--- config.mk ---
export PLATFORM = sky130hd
export DESIGN_NAME = e203_exu_fpu_cmp_wbck
export DESIGN_NICKNAME = d
export VERILOG_FILES = /design/src/rtl/e203_exu_fpu_cmp_wbck_pkg.sv /design/src/rtl/e203_exu_fpu_cmp_wbck_fifo.sv /design/src/rtl/e203_exu_fpu_cmp_wbck.sv
export SDC_FILE = /design/constraint.sdc
export NUM_CORES = 1
export LEC_CHECK = 0
export ABC_AREA = 1
export BUFFER_PORTS_ARGS = -buffer_cell sky130_fd_sc_hd__buf_2
export CAP_MARGIN = 20
export CORE_ASPECT_RATIO = 0.6
export CORE_MARGIN = 4
export CORE_UTILIZATION = 40
export CTS_BUF_LIST = sky130_fd_sc_hd__clkbuf_8
export CTS_CLUSTER_DIAMETER = 100
export DETAILED_ROUTE_END_ITERATION = 8
export GPL_TIMING_DRIVEN = 1
export PLACE_DENSITY_LB_ADDON = 0.3
export SYNTH_ARGS = -nofsm -noshare
export SYNTH_HDL_FRONTEND = slang
export SYNTH_SLANG_ARGS = --single-unit
--- constraint.sdc ---
create_clock -name clk -period 2.5 [get_ports clk]
set_input_delay 0.5 -clock clk [delete_from_list [all_inputs] [get_ports clk]]
set_output_delay 0.5 -clock clk [all_outputs]
set_load 0.02 [all_outputs]
--- src/rtl/e203_exu_fpu_cmp_wbck_pkg.sv ---
// Shared FPU compare writeback definitions: source encodings and result constants.
package e203_exu_fpu_cmp_wbck_pkg;

  typedef enum logic [1:0] {
    CMP_SRC_EQ = 2'd0,
    CMP_SRC_LT = 2'd1,
    CMP_SRC_LE = 2'd2
  } cmp_src_e;

  localparam logic [31:0] FCMP_TRUE  = 32'h1;
  localparam logic [31:0] FCMP_FALSE = 32'h0;

  // Successor in the three-way round-robin ring.
  function automatic logic [1:0] rr_next(input logic [1:0] x);
    return (x == 2'd2) ? 2'd0 : x + 2'd1;
  endfunction

  function automatic logic [31:0] fcmp_norm(input logic [31:0] x);
    return (|x) ? FCMP_TRUE : FCMP_FALSE;
  endfunction

endpackage

--- src/rtl/e203_exu_fpu_cmp_wbck_fifo.sv ---
// Small synchronous FIFO holding normalized compare results; head is read combinationally.
module e203_exu_fpu_cmp_wbck_fifo #(
  parameter int W     = 39,
  parameter int DEPTH = 2
) (
  input  logic         clk,
  input  logic         rst_n,
  input  logic         push_i,
  input  logic [W-1:0] din_i,
  input  logic         pop_i,
  output logic [W-1:0] dout_o,
  output logic         full_o,
  output logic         empty_o
);

  localparam int AW = $clog2(DEPTH);
  localparam logic [AW:0] LAST = AW'(DEPTH - 1);
  localparam logic [AW:0] FULL_CNT = (AW + 1)'(DEPTH);

  logic [W-1:0] mem [DEPTH];
  logic [AW:0]  wr_ptr_q, wr_ptr_d;
  logic [AW:0]  rd_ptr_q, rd_ptr_d;
  logic [AW:0]  count_q, count_d;

  assign full_o  = (count_q == FULL_CNT);
  assign empty_o = (count_q == '0);
  assign dout_o  = mem[rd_ptr_q[AW-1:0]];

  always_comb begin
    wr_ptr_d = wr_ptr_q;
    rd_ptr_d = rd_ptr_q;
    count_d  = count_q;
    if (push_i) wr_ptr_d = (wr_ptr_q == LAST) ? '0 : wr_ptr_q + 1'b1;
    if (pop_i)  rd_ptr_d = (rd_ptr_q == LAST) ? '0 : rd_ptr_q + 1'b1;
    case ({push_i, pop_i})
      2'b10:   count_d = count_q + 1'b1;
      2'b01:   count_d = count_q - 1'b1;
      default: count_d = count_q;
    endcase
  end

  always_ff @(posedge clk or negedge rst_n) begin
    if (!rst_n) begin
      wr_ptr_q <= '0;
      rd_ptr_q <= '0;
      count_q  <= '0;
    end else begin
      wr_ptr_q <= wr_ptr_d;
      rd_ptr_q <= rd_ptr_d;
      count_q  <= count_d;
    end
  end

  always_ff @(posedge clk) begin
    if (push_i) mem[wr_ptr_q[AW-1:0]] <= din_i;
  end

endmodule

--- src/rtl/e203_exu_fpu_cmp_wbck.sv ---
// Round-robin writeback collector for feq/flt/fle results into one integer writeback port.
// Optional same-cycle bypass when the FIFO is empty: define E203_FPU_CMP_WBCK_BYPASS_EN.
module e203_exu_fpu_cmp_wbck
  import e203_exu_fpu_cmp_wbck_pkg::*;
#(
  parameter int DEPTH = 2,
  parameter int RDW   = 5
) (
  input  logic           clk,
  input  logic           rst_n,
  input  logic           eq_i_valid,
  output logic           eq_i_ready,
  input  logic [31:0]    eq_i_wdat,
  input  logic [RDW-1:0] eq_i_rdidx,
  input  logic           lt_i_valid,
  output logic           lt_i_ready,
  input  logic [31:0]    lt_i_wdat,
  input  logic [RDW-1:0] lt_i_rdidx,
  input  logic           le_i_valid,
  output logic           le_i_ready,
  input  logic [31:0]    le_i_wdat,
  input  logic [RDW-1:0] le_i_rdidx,
  output logic           wbck_o_valid,
  input  logic           wbck_o_ready,
  output logic [31:0]    wbck_o_wdat,
  output logic [RDW-1:0] wbck_o_rdidx,
  output logic [1:0]     wbck_o_src,
  output logic           cmp_busy
);

  localparam int EW = 32 + RDW + 2;

  logic [1:0]    rr_ptr_q, rr_ptr_d;
  logic [3:0]    req;
  logic [1:0]    p0, p1, p2;
  logic [1:0]    gidx;
  logic          gany;
  logic          full, empty, byp, push, pop;
  logic [EW-1:0] gent, head, out_ent;

  assign req = {1'b0, le_i_valid, lt_i_valid, eq_i_valid};
  assign p0  = rr_ptr_q;
  assign p1  = rr_next(p0);
  assign p2  = rr_next(p1);

  // Readys depend only on full, rr_ptr and the valids; never on wbck_o_ready.
  always_comb begin
    gidx = p0;
    gany = 1'b0;
    if (!full) begin
      if (req[p0]) begin
        gidx = p0;
        gany = 1'b1;
      end else if (req[p1]) begin
        gidx = p1;
        gany = 1'b1;
      end else if (req[p2]) begin
        gidx = p2;
        gany = 1'b1;
      end
    end
  end

  assign eq_i_ready = gany && (gidx == CMP_SRC_EQ);
  assign lt_i_ready = gany && (gidx == CMP_SRC_LT);
  assign le_i_ready = gany && (gidx == CMP_SRC_LE);

  always_comb begin
    gent = {CMP_SRC_EQ, eq_i_rdidx, fcmp_norm(eq_i_wdat)};
    case (gidx)
      CMP_SRC_LT: gent = {CMP_SRC_LT, lt_i_rdidx, fcmp_norm(lt_i_wdat)};
      CMP_SRC_LE: gent = {CMP_SRC_LE, le_i_rdidx, fcmp_norm(le_i_wdat)};
      default:    gent = {CMP_SRC_EQ, eq_i_rdidx, fcmp_norm(eq_i_wdat)};
    endcase
  end

  assign rr_ptr_d = gany ? rr_next(gidx) : rr_ptr_q;

  always_ff @(posedge clk or negedge rst_n) begin
    if (!rst_n) rr_ptr_q <= 2'd0;
    else        rr_ptr_q <= rr_ptr_d;
  end

`ifdef E203_FPU_CMP_WBCK_BYPASS_EN
  assign byp = gany && empty && wbck_o_ready;
`else
  assign byp = 1'b0;
`endif

  assign push = gany && !byp;
  assign pop  = wbck_o_ready && !empty;

  e203_exu_fpu_cmp_wbck_fifo #(
    .W     (EW),
    .DEPTH (DEPTH)
  ) u_fifo (
    .clk     (clk),
    .rst_n   (rst_n),
    .push_i  (push),
    .din_i   (gent),
    .pop_i   (pop),
    .dout_o  (head),
    .full_o  (full),
    .empty_o (empty)
  );

  // Fields are forced to zero while invalid so stale storage never leaks out.
  assign out_ent      = empty ? gent : head;
  assign wbck_o_valid = !empty || byp;
  assign wbck_o_wdat  = wbck_o_valid ? out_ent[31:0] : FCMP_FALSE;
  assign wbck_o_rdidx = wbck_o_valid ? out_ent[32 +: RDW] : '0;
  assign wbck_o_src   = wbck_o_valid ? out_ent[EW-1 -: 2] : CMP_SRC_EQ;
  assign cmp_busy     = !empty;

endmodule

# After elaboration in Yosys (flattened, before gate mapping)
# Memories as Yosys holds them, arrays and structs flattened.
# Cells that the tools add are included.
# totals
regBits	8
ram_bits	78
inputBits	117
out_inout_bits	44
wordCells	64
mem_count	1
# classes
n_addsub	7
magnitude_cmp	3
eq_ne	9
muxes	29
reduce_logical	11
# memory_table
memory	words	width	read_ports	rd_ports_with_merged_regs	wr	line	text
u_fifo.mem	2	39	1	0	1	e203_exu_fpu_cmp_wbck_fifo.sv:20	logic [W-1:0] mem [DEPTH];
# ops
operator	n
OR reduction 32 bit	3
case mux 39 bit (2 select lines)	1
two-way mux 32 bit	1
two-way mux 2 bit	10
equality test 2 bit, second input constant	7
adder 2 x 1 -> 2 bit, second input constant	6
two-way mux 1 bit	12
< comparator 2 x 3 -> 1 bit, second input constant	3
binary-select mux 1 bit (select 2 bit)	3
two-way mux 5 bit	1
equality test 2 x 1 -> 1 bit, second input constant	2
logical AND 1 bit	4
zero test 2 bit	2
case mux 2 bit (2 select lines)	1
nonzero test 2 bit	1
subtractor 2 x 1 -> 2 bit, second input constant	1
zero test 1 bit	1

# Logic depth before layout (Yosys ltp)
# Gate-level depths: netlist of run 1.
# depth
word_depth	12
mapped_depth	15
depth_no_buf	15

# Modules after synthesis
# A second synthesis of run 1 with hierarchy kept.
# unflattened
cells_unflattened	502
area_unflattened_um2	4331.7
# by_module_without_submodules
module	instances	cells_each	area_each_um2	seq_area_each_um2
e203_exu_fpu_cmp_wbck_fifo	1	243	3191.8	2492.4
e203_exu_fpu_cmp_wbck	1	259	1139.8	50.0

# Worst setup path after synthesis of run 1
# OpenSTA, ideal clock, no wires.
# synth_path
path_kind	input to output
startpoint	input port le_i_valid
endpoint	output port lt_i_ready
t_arrival_ps	1789
t_required_ps	2000
path_slack_ps	211
stages	12
path_buffers	0
path_cell_list	nand2_1 -> nand2_1 -> a21oi_2 -> nand2_1 -> inv_1 -> nand2_1 -> nand2_1 -> o21ai_1 -> inv_1 -> ha_1 -> inv_1 -> nor2_1
# synth_via
elab_chain_cells	8
word_cells_on_any_way	16
cone_classes	eq/ne: 1; mux: 14; reduce/logical: 1
# synth_lines
element	line	text
start: declaration	e203_exu_fpu_cmp_wbck.sv:19	input logic le_i_valid,
binary-select mux 1 bit (select 2 bit)	e203_exu_fpu_cmp_wbck.sv:57	end else if (req[p2]) begin
two-way mux 1 bit (implied by the code)	e203_exu_fpu_cmp_wbck.sv:57	
two-way mux 2 bit	e203_exu_fpu_cmp_wbck.sv:57	
two-way mux 2 bit	e203_exu_fpu_cmp_wbck.sv:54	end else if (req[p1]) begin
two-way mux 2 bit	e203_exu_fpu_cmp_wbck.sv:51	if (req[p0]) begin
two-way mux 2 bit	e203_exu_fpu_cmp_wbck.sv:50	if (!full) begin
equality test 2 x 1 -> 1 bit	e203_exu_fpu_cmp_wbck.sv:65	assign lt_i_ready = gany && (gidx == CMP_SRC_LT);
logical AND 1 bit *	e203_exu_fpu_cmp_wbck.sv:65	
end: declaration	e203_exu_fpu_cmp_wbck.sv:16	output logic lt_i_ready,
# Mark *: on every way between the ends. The rest lies on a longest branch, timed or not. The select of a mux whose other input is x is not followed.

# Worst setup path in the final report of run 1
# layout_path
startpoint	register rr_ptr_q[1] (netlist: p0[1])
endpoint	output port le_i_ready
# layout_via
elab_chain_cells	12
word_cells_on_any_way	22
cone_classes	add/sub: 2; eq/ne: 3; mux: 16; reduce/logical: 1
# layout_lines
element	line	text
start: declaration	e203_exu_fpu_cmp_wbck.sv:33	logic [1:0] rr_ptr_q, rr_ptr_d;
start signal: assignment	e203_exu_fpu_cmp_wbck.sv:81	else rr_ptr_q <= rr_ptr_d;
adder 2 x 1 -> 2 bit / equality test 2 bit (equally long branches)	e203_exu_fpu_cmp_wbck_pkg.sv:15	return (x == 2'd2) ? 2'd0 : x + 2'd1;
two-way mux 2 bit	e203_exu_fpu_cmp_wbck_pkg.sv:15	
adder 2 x 1 -> 2 bit / equality test 2 bit (equally long branches)	e203_exu_fpu_cmp_wbck_pkg.sv:15	
two-way mux 2 bit	e203_exu_fpu_cmp_wbck_pkg.sv:15	
binary-select mux 1 bit (select 2 bit)	e203_exu_fpu_cmp_wbck.sv:57	
two-way mux 1 bit (implied by the code)	e203_exu_fpu_cmp_wbck.sv:57	
two-way mux 2 bit	e203_exu_fpu_cmp_wbck.sv:57	
two-way mux 2 bit	e203_exu_fpu_cmp_wbck.sv:54	
two-way mux 2 bit	e203_exu_fpu_cmp_wbck.sv:51	
two-way mux 2 bit	e203_exu_fpu_cmp_wbck.sv:50	
equality test 2 bit	e203_exu_fpu_cmp_wbck.sv:66	assign le_i_ready = gany && (gidx == CMP_SRC_LE);
logical AND 1 bit *	e203_exu_fpu_cmp_wbck.sv:66	
end: declaration	e203_exu_fpu_cmp_wbck.sv:20	output logic le_i_ready,
# Marked as above.

==> reports/qor.yml, run 1 <==
status: "completed"
dp_hpwl_mm: 4.83
synth.ff_latch_count: 24
finish.utilization: 0.588
total_global_routing_track_utilization: 0.176
synth_top_family_by_area: "simple AND/OR/NAND/NOR gates"
root_buffer: "sky130_fd_sc_hd__clkbuf_8"
worstPathCellList: "inv_2 > nand2_1 > nand2_1 > a21oi_2 > nand2_2 > o21ai_4 > ha_4 > inv_1 > nor2_1 > buf_4"
crit_slowest_cell: "sky130_fd_sc_hd__dfrtp_2"
power_leakage_nw: 1.45
cts_buffers: 3
numClockSinks: 24
detail_route.wl_per_cell_microns: 11.6
dieArea_sq_um: 6060
finish.net_count: 548
area.sequential_sq_um: 682
synthAdderAreaFrac: 0.0581
synth_xor_xnor_area_share: 0.00903
max_cap_viol_count: 0
final.hold.worst_slack_ns: 0.0690
timing.critical_path.fanout_max: 6
cts_hold_buffers: 0
detailedPlace.worstSlack_ns: 0.0304
simple_gate_fraction_of_synth_area: 0.337
finalHoldViolCount: 0
synth_area_sq_um: 1940
min-delay-path-class: "in -> async"
crit_path_end_kind: "output port"
wire_length_of_the_first_global_routing_pass_mm: 8.52
final.setup_skew_ns: 0.00361
areaGrowthSynthToFinish_pct: 40.6
layout.cells.most_common_list: "126 x sky130_fd_sc_hd__buf_2, 74 x sky130_fd_sc_hd__nand2_1, 72 x sky130_fd_sc_hd__nor2_1, 31 x sky130_fd_sc_hd__conb_1, 19 x sky130_fd_sc_hd__a21oi_1"
die-height_microns: 61.9
fillCellCount: 456
dr.first_iter.drc_count: 101
layout.cells.most_common: "sky130_fd_sc_hd__buf_2"
timing.reg2reg.worst_path_depth: 14
synth_warnings: 0
maximum_vdd_drop_mv: 0.596
cp_num_cells: 10
routed_via_density: 4.21
final_layout_size_suffix_gt1_frac: 0.404
totalWireLength_mm: 5.60
slowest_delay_ns: 0.44
coreArea_sq_um: 4640
clock_edge_transition_at_the_registers_on_the_reported_setup_and_hold_paths_ns: 0.08
drtPass1Iterations: 4
final_max_slew_viol_count: 0
num_antenna_cells: 0
synthesized_area_fraction_occupied_by_ao_oa_aoi_and_oai_cells: 0.0768
timing.fmax_ghz: 0.411
clock_latency_ns: 0.26
cts_buffer_depth: 2
post_synthesis_area_per_instance_sq_um: 6.88
worst-endpoint-arrival_ns: 1.93
number_of_antenna_violations_at_the_first_check_in_global_routing: 0
grt_max_degree: 14
dp.cells: 475
period_minus_slack_ns: 2.43
critical_path_required_ns: 2.00
gpl.final_weighted_congestion: 0.750
worstSetupStartpointType: "flip-flop"
route.vias.total: 2036
tns_ns: 0
multi_input_comb_area_sq_um: 1120
path_buf_inv: 3
count_of_port_buffers_added_during_placement: 129
critPathTopFamily: "compound AO/OA/AOI/OAI gates"
final_cell_count_no_fill: 484
finalSetupViolCount: 0
initial_utilization: 0.418
muxShareOfSynthArea: 0
cp_common_cell: "sky130_fd_sc_hd__nand2_1"
synth.distinct_cells: 25
tritoncts: "done"
grt_setup_unrepaired: "yes"
num_io_pins: 161
detail_route.drc_violations: 0
cts.htree.levels: 1
powerDensity_nw_per_um2: 1220
critical_path_class: "reg -> out"
syn-instance-count: 282
num_rows: 19
overflow: 0
post-route-period-util: 0.974
drtAntennaViolNets: 0
part_of_the_yosys_area_used_for_sequential_elements: 0.351
dieWidth_microns: 97.9
final_critical_path_setup_slack_ns: 0.0658
via_count_of_the_first_global_routing_pass: 1883
[repair_timing]
item                                    in CTS  in global routing
hold endpoints to repair                     0                  0
gates resized for setup                      8                 22
endpoints found under the setup margin       3                  3
pin swaps                                    1                  9
setup buffers                                2                  3
[area by class of cell]
| class | count | area share |
|---|---|---|
| clock buffers | 3 | 0.0151 |
| flip-flops and latches | 24 | 0.250 |
| well taps | 63 | 0.0289 |
| repair buffers | 139 | 0.268 |
| inverters | 18 | 0.0257 |
| clock inverters | 1 | 0.00138 |
| multi-input cells | 236 | 0.410 |
[final timing paths]
path	from	endpoint	slack, ns
hold reg to reg	u_fifo.rd_ptr_q[1]	u_fifo.rd_ptr_q[1]	0.49
hold / removal	rst_n	u_fifo.rd_ptr_q[1]	0.07
setup reg to reg	p0[1]	u_fifo.mem[1][0]	0.30
setup / recovery	p0[1]	le_i_ready	0.07
max in group asynchronous	rst_n	p0[1]	2.24
min in group clk	u_fifo.rd_ptr_q[1]	u_fifo.rd_ptr_q[1]	0.49
[registers in the layout, indices dropped and copies added, names as in the netlist]
name	count
p0	2
u_fifo.count_q	2
u_fifo.mem	16
u_fifo.rd_ptr_q	2
u_fifo.wr_ptr_q	2
[cells in the mapped netlist]
master	n	area (sq um)
sky130_fd_sc_hd__a21oi_1	19	95.1
sky130_fd_sc_hd__a21oi_2	1	8.76
sky130_fd_sc_hd__buf_4	32	240
sky130_fd_sc_hd__buf_6	1	11.3
sky130_fd_sc_hd__clkbuf_1	1	3.75
sky130_fd_sc_hd__clkinv_1	1	3.75
sky130_fd_sc_hd__conb_1	1	3.75
sky130_fd_sc_hd__dfrtp_1	8	200
sky130_fd_sc_hd__edfxtp_1	16	480
sky130_fd_sc_hd__ha_1	9	113
sky130_fd_sc_hd__inv_1	16	60.1
sky130_fd_sc_hd__inv_2	1	3.75
sky130_fd_sc_hd__nand2_1	79	297
sky130_fd_sc_hd__nand2_2	2	12.5
sky130_fd_sc_hd__nand2_4	1	11.3
sky130_fd_sc_hd__nand3_1	4	20.0
sky130_fd_sc_hd__nand3_2	1	10.0
sky130_fd_sc_hd__nand4_1	1	6.26
sky130_fd_sc_hd__nor2_1	74	278
sky130_fd_sc_hd__nor2_2	2	12.5
sky130_fd_sc_hd__o21ai_0	8	40.0
sky130_fd_sc_hd__o21ai_1	1	5.00
sky130_fd_sc_hd__or2_2	1	6.26
sky130_fd_sc_hd__xnor2_1	1	8.76
sky130_fd_sc_hd__xor2_1	1	8.76
[cell families after synthesis]
| family | after synthesis |
|---|---|
| buf+inv | 52 |
| fa+ha+maj | 9 |
| other cells | 1 |
| simple gates | 165 |
| compound gates | 29 |
| xor+xnor | 2 |
| flops | 24 |
[per-layer routing]
metal	GRT usage	share of wire
met5	0	0
met4	0.0296	0.0025
met3	0.0279	0.077
met1	0.252	0.45
met2	0.290	0.47
[power by group]
group / internal (mW) / switching (mW)
Combinational: 0.838 / 1.34
Clock: 0.110 / 0.109
Sequential: 0.799 / 0.140
Total: 1.75 / 1.59
[metrics by stage]
stage	instance area (sq um)	total power, mW
3_5_place_dp	2560	2.85
6_report	2730	3.34
5_1_grt	2730	3.66
3_3_place_gp	2560	2.79
4_1_cts	2640	3.14
2_1_floorplan	2050	2.26
(Power assumes the default switching activity.)
==> inputs of run 2 (changes only) <==
--- a/config.mk
+++ b/config.mk
@@ -10,7 +10,7 @@
 export CAP_MARGIN = 20
 export CORE_ASPECT_RATIO = 0.6
 export CORE_MARGIN = 4
-export CORE_UTILIZATION = 40
+export CORE_UTILIZATION = 52
 export CTS_BUF_LIST = sky130_fd_sc_hd__clkbuf_8
 export CTS_CLUSTER_DIAMETER = 100
 export DETAILED_ROUTE_END_ITERATION = 8
@@ -18,4 +18,5 @@
 export PLACE_DENSITY_LB_ADDON = 0.3
 export SYNTH_ARGS = -nofsm -noshare
 export SYNTH_HDL_FRONTEND = slang
+export SYNTH_HIERARCHICAL = 1
 export SYNTH_SLANG_ARGS = --single-unit
==> run 2 against run 1 <==
Critical path depth is 3 higher. Synthesized cell count is 78% higher. Clock power grew to 4.4 times the previous value. Largest cell class is now sequential cells. The run now ends with negative setup slack left. Flip-flop and latch count is 62 higher. Core utilization is 15 points higher. Synthesized area is 120% higher. Highest routed layer unchanged. Critical endpoint is now eq_i_ready. Hold slack better by 0.42 ns.
==> reports/qor.yml, run 2 <==
route.vias.total: 3835
synth.distinct_cells: 23
part_of_the_yosys_area_used_for_sequential_elements: 0.587
overflow: 0
detail_route.wl_per_cell_microns: 12.2
final_layout_size_suffix_gt1_frac: 0.297
num_rows: 25
power_leakage_nw: 2.98
simple_gate_fraction_of_synth_area: 0.274
r2r_start: "p0[1]"
worst-endpoint-arrival_ns: 2.04
via_count_of_the_first_global_routing_pass: 3818
post-route-period-util: 1.02
initial_utilization: 0.543
min-delay-path-class: "reg -> reg"
crit_slowest_cell: "sky130_fd_sc_hd__dfrtp_1"
synth.top_cell.area_share: 0.541
cp_common_cell: "sky130_fd_sc_hd__nand2_4"
synth_warnings: 6
areaGrowthSynthToFinish_pct: 35.1
failed_checks: "negative setup slack"
synth.top_cells.by_count: "176 x sky130_fd_sc_hd__nand2_1, 118 x sky130_fd_sc_hd__nor2_1, 78 x sky130_fd_sc_hd__edfxtp_1"
ys_dominant_reg_cell: "sky130_fd_sc_hd__edfxtp_1"
synth_xor_xnor_area_share: 0.00202
timing.fmax_ghz: 0.393
num_io_pins: 161
worst-slew-pin-transition_ns: 0.501
drtAntennaViolNets: 0
tritoncts: "done"
route.met3.wl_microns: 650
critical_path_required_ns: 2.00
detail_route.drc_violations: 0
timing.critical_path.fanout_max: 6
asr_flop_ratio_synth: 0.0930
numClockSinks: 86
period_minus_slack_ns: 2.54
finalHoldViolCount: 0
max_cap_viol_count: 0
gpl.final_weighted_congestion: 0.767
synthesized_area_fraction_occupied_by_ao_oa_aoi_and_oai_cells: 0.0295
top_layer_used: "met4"
fillCellCount: 599
count_of_port_buffers_added_during_placement: 160
dieWidth_microns: 126
finish.utilization: 0.734
finalSetupViolCount: 3
post_synthesis_area_per_instance_sq_um: 8.63
layout.cells.most_common: "sky130_fd_sc_hd__nand2_1"
final.setup_skew_ns: 0.0108
coreArea_sq_um: 7980
critical_path_class: "reg -> out"
final_critical_path_setup_slack_ns: -0.0446
crit_path_end_kind: "output port"
setup.reg_to_reg.worst_slack_ns: 0.22
flip_flop_count_of_the_largest_register_all_copies_and_words_added: 78
wl_met1_mm: 4.27
total_global_routing_track_utilization: 0.208
detailedPlace.worstSlack_ns: 0.110
slowest_delay_ns: 0.41
worstPathCellList: "inv_4 > nand2_4 > o21ai_4 > a21oi_4 > nand2_4 > nor2_4 > nand2_2 > nand2_4 > inv_4 > ha_2 > inv_1 > nor2_1 > buf_4"
dp_hpwl_mm: 7.53
muxShareOfSynthArea: 0
critPathTopFamily: "simple AND/OR/NAND/NOR gates"
cp_num_cells: 13
cell_with_the_most_instances_after_synthesis: "sky130_fd_sc_hd__nand2_1"
synthAdderAreaFrac: 0.0260
wire_length_of_the_first_global_routing_pass_mm: 16.6
syn-instance-count: 502
cts_buffers: 9
path_buf_inv: 4
drtPass1Iterations: 5
dieArea_sq_um: 9900
netlist.top_cell.by_area: "sky130_fd_sc_hd__edfxtp_1"
routed_via_density: 4.52
grt_max_degree: 41
cts.htree.levels: 3
totalWireLength_mm: 10.3
synth_area_sq_um: 4330
dr.first_iter.drc_count: 254
finish.net_count: 861
worst_slew_margin_rel: 0.665
num_antenna_cells: 0
synth-edff-count: 78
synthTopCellsByArea: "sky130_fd_sc_hd__edfxtp_1 54%, sky130_fd_sc_hd__nand2_1 15%, sky130_fd_sc_hd__nor2_1 10%"
layout.cells.most_common_list: "173 x sky130_fd_sc_hd__nand2_1, 157 x sky130_fd_sc_hd__buf_2, 112 x sky130_fd_sc_hd__nor2_1, 78 x sky130_fd_sc_hd__edfxtp_1, 62 x sky130_fd_sc_hd__conb_1"
final_max_slew_viol_count: 0
cts_buffer_depth: 2
synth.ff_latch_count: 86
root_buffer: "sky130_fd_sc_hd__clkbuf_8"
grt_setup_unrepaired: "yes"
synth_top_family_by_area: "simple AND/OR/NAND/NOR gates"
maximum_vdd_drop_mv: 0.846
cp-endpoint: "eq_i_ready"
number_of_antenna_violations_at_the_first_check_in_global_routing: 0
critical_path.startpoint: "p0[1]"
timing.reg2reg.worst_path_depth: 13
clock_edge_transition_at_the_registers_on_the_reported_setup_and_hold_paths_ns: 0.09
met2_wirelength_mm: 5.25
clock_latency_ns: 0.34
status: "finished with violations"
worstSetupStartpointType: "flip-flop"
die-height_microns: 78.7
critical_path.reg2reg.endpoint: "u_fifo/mem[0][33]"
powerDensity_nw_per_um2: 1420
==> run 2: cell types whose count changed in the layout (fill, tap and decap cells not counted), moves of 4 or more <==
cell and delta:
sky130_fd_sc_hd__nor2_4 +5, sky130_fd_sc_hd__inv_1 +44, sky130_fd_sc_hd__nand2_2 -4, sky130_fd_sc_hd__a21oi_1 -7, sky130_fd_sc_hd__nor2_1 +40, sky130_fd_sc_hd__conb_1 +31, sky130_fd_sc_hd__edfxtp_1 +62, sky130_fd_sc_hd__clkbuf_8 +6
sky130_fd_sc_hd__nand2_1 +99, sky130_fd_sc_hd__buf_2 +31
==> run 2: timing repair <==
| item | CTS | global route |
|---|---|---|
| hold buffers | 1 | 0 |
| setup buffers | 4 | 2 |
| resized for setup | 10 | 21 |
| endpoints found under the hold margin | 8 | 0 |
| pin swaps | 2 | 10 |
| setup endpoints to repair | 3 | 3 |
==> run 2: through the flow <==
| step | area (sq um) | setup TNS [ns] | hold slack [ns] | cells | total power, mW |
|---|---|---|---|---|---|
| after detailed placement | 5490 | 0 | 0.368 | 825 | 7.07 |
| after floorplan | 4570 | 0 | 0.204 | 563 | 5.71 |
| after CTS | 5760 | -0.00437 | 0.500 | 846 | 8.15 |
| after global placement | 5490 | 0 | 0.358 | 825 | 6.89 |
| final | 5850 | -0.0884 | 0.491 | 848 | 8.30 |
| after global routing | 5850 | -0.381 | 0.513 | 848 | 8.95 |
==> run 2: logic make-up (layout without fill, tap and decap cells) <==
kind of cell | count (synthesis) | in the layout
and+or+nand+nor | 308 | 308
DFF | 86 | 86
buffers and inverters | 76 | 253
AOI/OAI and AO/OA | 21 | 21
adders and majority gates | 9 | 9
other | 1 | 62
xor gates and xnor gates | 1 | 1
==> run 2: cell type report <==
class                   count  area, sq um  area share
flip-flops and latches     86         2540       0.435
repair buffers            176          960       0.164
clock buffers               9          124      0.0212
clock inverters             7         73.8      0.0126
inverters                  61          236      0.0404
well taps                 108          135      0.0231
multi-input cells         401         1780       0.304
==> run 2: layer usage <==
layer / GRT usage / vias to the layer above
li1: - / 1957
met1: 0.259 / 1715
met2: 0.377 / 145
met3: 0.0430 / 18
met4: 0.0535 / 0
met5: 0 / -
==> run 2: power by group <==
group | switching (mW) | leakage, nW | internal [mW] | total [mW]
Sequential | 0.215 | 0.837 | 2.53 | 2.75
Clock | 0.485 | 0.101 | 0.465 | 0.950
Combinational | 3.08 | 2.04 | 1.52 | 4.60
Total | 3.78 | 2.98 | 4.52 | 8.30
==> run 2: worst register-to-register path: stages (launching register included) <==
cell and delay, ns:
sky130_fd_sc_hd__dfrtp_1 0.41, sky130_fd_sc_hd__inv_4 0.08, sky130_fd_sc_hd__nand2_4 0.08, sky130_fd_sc_hd__o21ai_4 0.06, sky130_fd_sc_hd__a21oi_4 0.22, sky130_fd_sc_hd__nand2_4 0.10, sky130_fd_sc_hd__nor2_4 0.12, sky130_fd_sc_hd__nand2_2 0.06
sky130_fd_sc_hd__nand2_4 0.11, sky130_fd_sc_hd__inv_4 0.05, sky130_fd_sc_hd__ha_2 0.34, sky130_fd_sc_hd__inv_1 0.12, sky130_fd_sc_hd__a21oi_1 0.16, sky130_fd_sc_hd__a21oi_1 0.11
==> run 2: how the worst min path moves through the flow <==
stage                     slack, ns               start  depth (start not counted)                 end
after floorplan                0.20               rst_n                          0               p0[0]
after global placement         0.36               rst_n                          1   u_fifo/count_q[1]
after detailed placement       0.37               rst_n                          1   u_fifo/count_q[1]
after CTS                      0.50  u_fifo/wr_ptr_q[1]                          2  u_fifo/wr_ptr_q[1]
after global routing           0.51               rst_n                          2   u_fifo/count_q[1]
final                          0.49  u_fifo/wr_ptr_q[1]                          2  u_fifo/wr_ptr_q[1]
